File: config.mk
export PLATFORM = sky130hd
export DESIGN_NAME = aes_shift_rows_pipe
export DESIGN_NICKNAME = d
export VERILOG_FILES = /design/src/rtl/aes_shift_rows_pipe.sv
export SDC_FILE = /design/constraint.sdc
export NUM_CORES = 1
export LEC_CHECK = 0
export ABC_AREA = 1
export BUFFER_PORTS_ARGS = -buffer_cell sky130_fd_sc_hd__buf_2
export CELL_PAD_IN_SITES_DETAIL_PLACEMENT = 0
export CELL_PAD_IN_SITES_GLOBAL_PLACEMENT = 1
export CORE_MARGIN = 2
export CORE_UTILIZATION = 31
export CTS_CLUSTER_DIAMETER = 40
export DETAILED_ROUTE_END_ITERATION = 6
export GPL_ROUTABILITY_DRIVEN = 0
export GPL_TIMING_DRIVEN = 0
export PLACE_DENSITY_LB_ADDON = 0.1
export SLEW_MARGIN = 25
export SYNTH_ARGS = -nofsm -noshare
export SYNTH_HDL_FRONTEND = slang
export SYNTH_SLANG_ARGS = --single-unit
export TNS_END_PERCENT = 20
File: constraint.sdc
create_clock -name clk -period 3.47 [get_ports clk]
set_input_delay 0.1735 -clock clk [delete_from_list [all_inputs] [get_ports clk]]
set_output_delay 0.1735 -clock clk [all_outputs]
set_load 0.005 [all_outputs]
File: src/rtl/aes_shift_rows_pipe.sv
// aes_shift_rows_pipe: Rijndael ShiftRows / InvShiftRows for Nb = 4, 6 or 8 columns,
// followed by an elastic valid/ready register pipeline that carries a sideband tag.
module aes_shift_rows_pipe #(
  parameter int NB     = 4,
  parameter int STAGES = 1,
  parameter int TAG_W  = 4
) (
  input  logic                clk,
  input  logic                rst,
  input  logic                in_valid,
  output logic                in_ready,
  input  logic                in_inv,
  input  logic [TAG_W-1:0]    in_tag,
  input  logic [32*NB-1:0]    state_in,
  output logic                out_valid,
  input  logic                out_ready,
  output logic [TAG_W-1:0]    out_tag,
  output logic [32*NB-1:0]    state_out
);

  localparam int W = 32 * NB;

  if (!(NB == 4 || NB == 6 || NB == 8)) begin : g_bad_nb
    $error("aes_shift_rows_pipe: NB must be 4, 6 or 8");
  end
  if (STAGES < 1 || STAGES > 4) begin : g_bad_stages
    $error("aes_shift_rows_pipe: STAGES must be in 1..4");
  end
  if (TAG_W < 1) begin : g_bad_tag
    $error("aes_shift_rows_pipe: TAG_W must be at least 1");
  end

  // Rijndael row offsets: the wide 256-bit block pushes rows 2 and 3 one column further.
  function automatic int row_shift(input int r);
    if (NB == 8 && r >= 2) return r + 1;
    return r;
  endfunction

  logic [W-1:0]       perm;
  logic [STAGES-1:0]  valid_q;
  logic [TAG_W-1:0]   tag_q   [STAGES];
  logic [W-1:0]       data_q  [STAGES];
  logic [STAGES-1:0]  rdy;
  logic [STAGES-1:0]  up_valid;
  logic [TAG_W-1:0]   up_tag  [STAGES];
  logic [W-1:0]       up_data [STAGES];

  // Byte (r,c) sits at index 4c+r counted from the MSB; pull each one from its rotated source column.
  always_comb begin
    perm = '0;
    for (int c = 0; c < NB; c++) begin
      for (int r = 0; r < 4; r++) begin
        if (in_inv)
          perm[W-1-8*(4*c+r) -: 8] = state_in[W-1-8*(4*((c + NB - row_shift(r)) % NB) + r) -: 8];
        else
          perm[W-1-8*(4*c+r) -: 8] = state_in[W-1-8*(4*((c + row_shift(r)) % NB) + r) -: 8];
      end
    end
  end

  // A stage can load when it or any stage after it has a hole, or the consumer is taking a block;
  // written in closed form so the ready chain never feeds back on itself.
  always_comb begin
    rdy = '0;
    for (int i = 0; i < STAGES; i++) begin
      rdy[i] = out_ready;
      for (int j = i; j < STAGES; j++) begin
        if (!valid_q[j]) rdy[i] = 1'b1;
      end
    end
  end

  // Each stage's upstream source: the permuted input for stage 0, otherwise the previous register.
  always_comb begin
    up_valid[0] = in_valid;
    up_tag[0]   = in_tag;
    up_data[0]  = perm;
    for (int i = 1; i < STAGES; i++) begin
      up_valid[i] = valid_q[i-1];
      up_tag[i]   = tag_q[i-1];
      up_data[i]  = data_q[i-1];
    end
  end

  // Advance every ready stage; payload only updates on a real block so an empty output keeps its last value.
  always_ff @(posedge clk) begin
    if (rst) begin
      valid_q <= '0;
      for (int i = 0; i < STAGES; i++) begin
        tag_q[i]  <= '0;
        data_q[i] <= '0;
      end
    end else begin
      for (int i = 0; i < STAGES; i++) begin
        if (rdy[i]) begin
          valid_q[i] <= up_valid[i];
          if (up_valid[i]) begin
            tag_q[i]  <= up_tag[i];
            data_q[i] <= up_data[i];
          end
        end
      end
    end
  end

  assign in_ready  = rdy[0];
  assign out_valid = valid_q[STAGES-1];
  assign out_tag   = tag_q[STAGES-1];
  assign state_out = data_q[STAGES-1];

endmodule

==> flow_metrics.py <==
metrics = {
    "timing": {
        "worstMarginPinSlew_ps": 642.5,
        "clock_skew_ps": 7.555,
        "fin_crit_ps": 1752,
        "rsz0062_at_grt": "no",
        "slew_violations": 0,
        "fin_setup_tns_ps": 0,
        "timing.final.crit_share_pct": 50.49,
        "setup_viol": 0,
        "relSlewSlack_pct": 57.17,
        "hold_viol": 0,
        "fmax_mhz": 570.8,
    },
    "power": {
        "powerDensity_mw_per_mm2": 500.5,
        "leakage_nw": 4.915,
        "internal_power_w": 0.003313,
        "ir_worst_vdd_mv": 0.3235,
        "p_switching_w": 0.001019,
        "pwr-share-comb_pct": 11.6,
        "p_sw_share_pct": 23.52,
        "power.share.clock_pct": 43.8,
        "power_frac_seq_pct": 44.5,
    },
    "routing": {
        "avgRoutedWirePerCell_um": 13.24,
        "first_iter_violations": 180,
        "drt-vias-per-instance": 3.907,
        "routed_wl_mm": 16.70,
        "ant_nets": 0,
        "drc": 0,
        "firstDrtPassIters": 6,
        "vias": 4927,
    },
    "clocking": {
        "cts_setup_buffers": 0,
        "cts_buffers": 17,
        "hold_buffers": 2,
        "clk_latency_ps": 410,
        "htreeDepth": 4,
        "clkTransAtPathRegs_ps": 60,
        "ctsRootBufferMaster": "clkbuf_16",
        "cts_tree": "yes",
        "cts_sinks": 133,
        "clk_path_buf_depth": 2,
        "post_cts_resized": 0,
    },
    "grt": {
        "grt_start_max_net_pins": 79,
        "track_usage_pct": 15.81,
        "first_global_vias": 4715,
        "grt-ovfl-total": 0,
        "grt_pass1_wl_mm": 26.07,
        "grt_antenna_before_repair": 2,
    },
    "finish": {
        "finalInstanceArea_mm2": 0.008655,
        "syn_to_final_growth_pct": 37.43,
        "nets": 1117,
        "final_common_cell": "buf_2",
        "drive_gt1_share_pct": 38.45,
        "final_cell_mix": "buf_2 (288), nor2_1 (210), inv_1 (198)",
        "diodes": 0,
    },
    "logic_synthesis": {
        "syn_area_mm2": 0.006297,
        "synth_nets": 826,
        "ys_warn_count": 0,
        "synth.top_cells.by_area": "edfxtp_1 (63%), nor2_1 (13%), inv_1 (12%), nor2_2 (5.0%), nand2_1 (3.9%)",
        "yosysSeqAreaShare_pct": 63.26,
        "yosysTopAreaCellShare_pct": 62.94,
        "synth_top_area_cell": "edfxtp_1",
        "synthCells": 689,
        "ys_ff_latch": 133,
        "yosysUniqueCellTypes": 12,
        "synth.avg_cell_area_um2": 9.140,
    },
    "floorplan": {
        "num_io_pins": 271,
        "die_h_um": 146.5,
        "num_rows": 52,
        "core_area_mm2": 0.02010,
        "start_util_pct": 31.32,
        "die_area_mm2": 0.02147,
        "die_w_um": 146.5,
    },
    "setup_path": {
        "worstPathRequired_ps": 3560,
        "critPathArrivalTime_ps": 1840,
        "crit_type": "reg2reg",
        "cp-end-kind": "flop",
        "worstSetupStartpointType": "flop",
        "cp_max_fo": 78,
    },
    "placed_design": {
        "io_buffers": 269,
        "dpl_cell_area_mm2": 0.008025,
        "dp_hpwl_mm": 11.99,
    },
    "worst_hold_path": {
        "hp-class": "in2reg",
    },
    "run_status": {
        "status": "complete, no violations",
    },
    "run": {
        "max-cap-violations": 0,
    },
}
-- per-stage QoR --
stage / utilization (%) / power (W) / cells / setup WS, ps / hold slack [ps]
final: 43.05 / 0.004332 / 1261 / 1718 / 51.20
after global routing: 43.05 / 0.004537 / 1261 / 1578 / 41.08
after CTS: 43.05 / 0.004405 / 1261 / 1674 / 30.55
after detailed placement: 39.92 / 0.002479 / 1229 / 1699 / 351.5
after global placement: 39.71 / 0.002480 / 1228 / 80.32 / 352.0
after floorplan: - / 0.002206 / 689 / 976.7 / 242.6
-- final timing paths --
| path | cells past startpoint | slack [ps] | to | start |
|---|---|---|---|---|
| worst min-delay path | 3 | 50 | data_q[0][76] | state_in[12] |
| worst min register to register | 4 | 1040 | data_q[0][115] | out_valid |
| worst max-delay path | 4 | 1720 | data_q[0][60] | out_valid |
| worst max register to register | 4 | 1720 | data_q[0][60] | out_valid |
-- registers in the layout, indices dropped and copies added, names as in the netlist --
name       cells
data_q       128
tag_q          4
out_valid      1
-- power by group through the flow --
stage                     Combinational [W]  Sequential, W  Clock [W]
after floorplan                    0.000215        0.00199          0
after global placement             0.000510        0.00197          0
after detailed placement           0.000516        0.00196          0
after CTS                          0.000520        0.00193    0.00195
after global routing               0.000575        0.00194    0.00202
final                              0.000504        0.00193    0.00190
-- cell usage after synthesis --
| cell type | n |
|---|---|
| inv_1 | 198 |
| edfxtp_1 | 132 |
| nand2_1 | 66 |
| nand3_2 | 1 |
| nand2_2 | 1 |
| dfxtp_1 | 1 |
| inv_2 | 1 |
| a21oi_1 | 1 |
| nor2_1 | 210 |
| buf_6 | 9 |
| buf_2 | 19 |
| nor2_2 | 50 |
-- worst max-delay path, stage by stage, from the launching register on --
cell     delay, ps
dfxtp_1        320
nand2_2        100
nand2_1        130
nand2_8        480
buf_16         330
-- cells by family (layout without fill, tap and decap cells) --
logic type	Yosys count	count (layout)	share of synthesized area (%)
flip-flops	133	133	63.26
buffers and inverters	227	529	14.98
AO/OA/AOI/OAI	1	1	0.07940
AND/OR/NAND/NOR	328	328	21.68
-- per-layer routing --
metal / up-vias / track usage, % / part of all wire [%]
met5: - / 0 / 0.078
met4: 2 / 5.000 / 1.3
met3: 16 / 5.813 / 8.0
met2: 175 / 24.98 / 46
met1: 2154 / 20.25 / 45
li1: 2580 / - / -
-- area by class of cell --
| type | count | area [um^2] |
|---|---|---|
| buffer | 28 | 196.4 |
| clock inverter | 13 | 183.9 |
| timing repair buffer | 272 | 1394 |
| inverter | 199 | 747.0 |
| tap | 270 | 337.8 |
| sequential | 133 | 3984 |
| clock buffer | 17 | 425.4 |
| multi-input combinational | 329 | 1386 |
| fill | 2077 | 11450 |
Power figures use the tool's default switching activity.
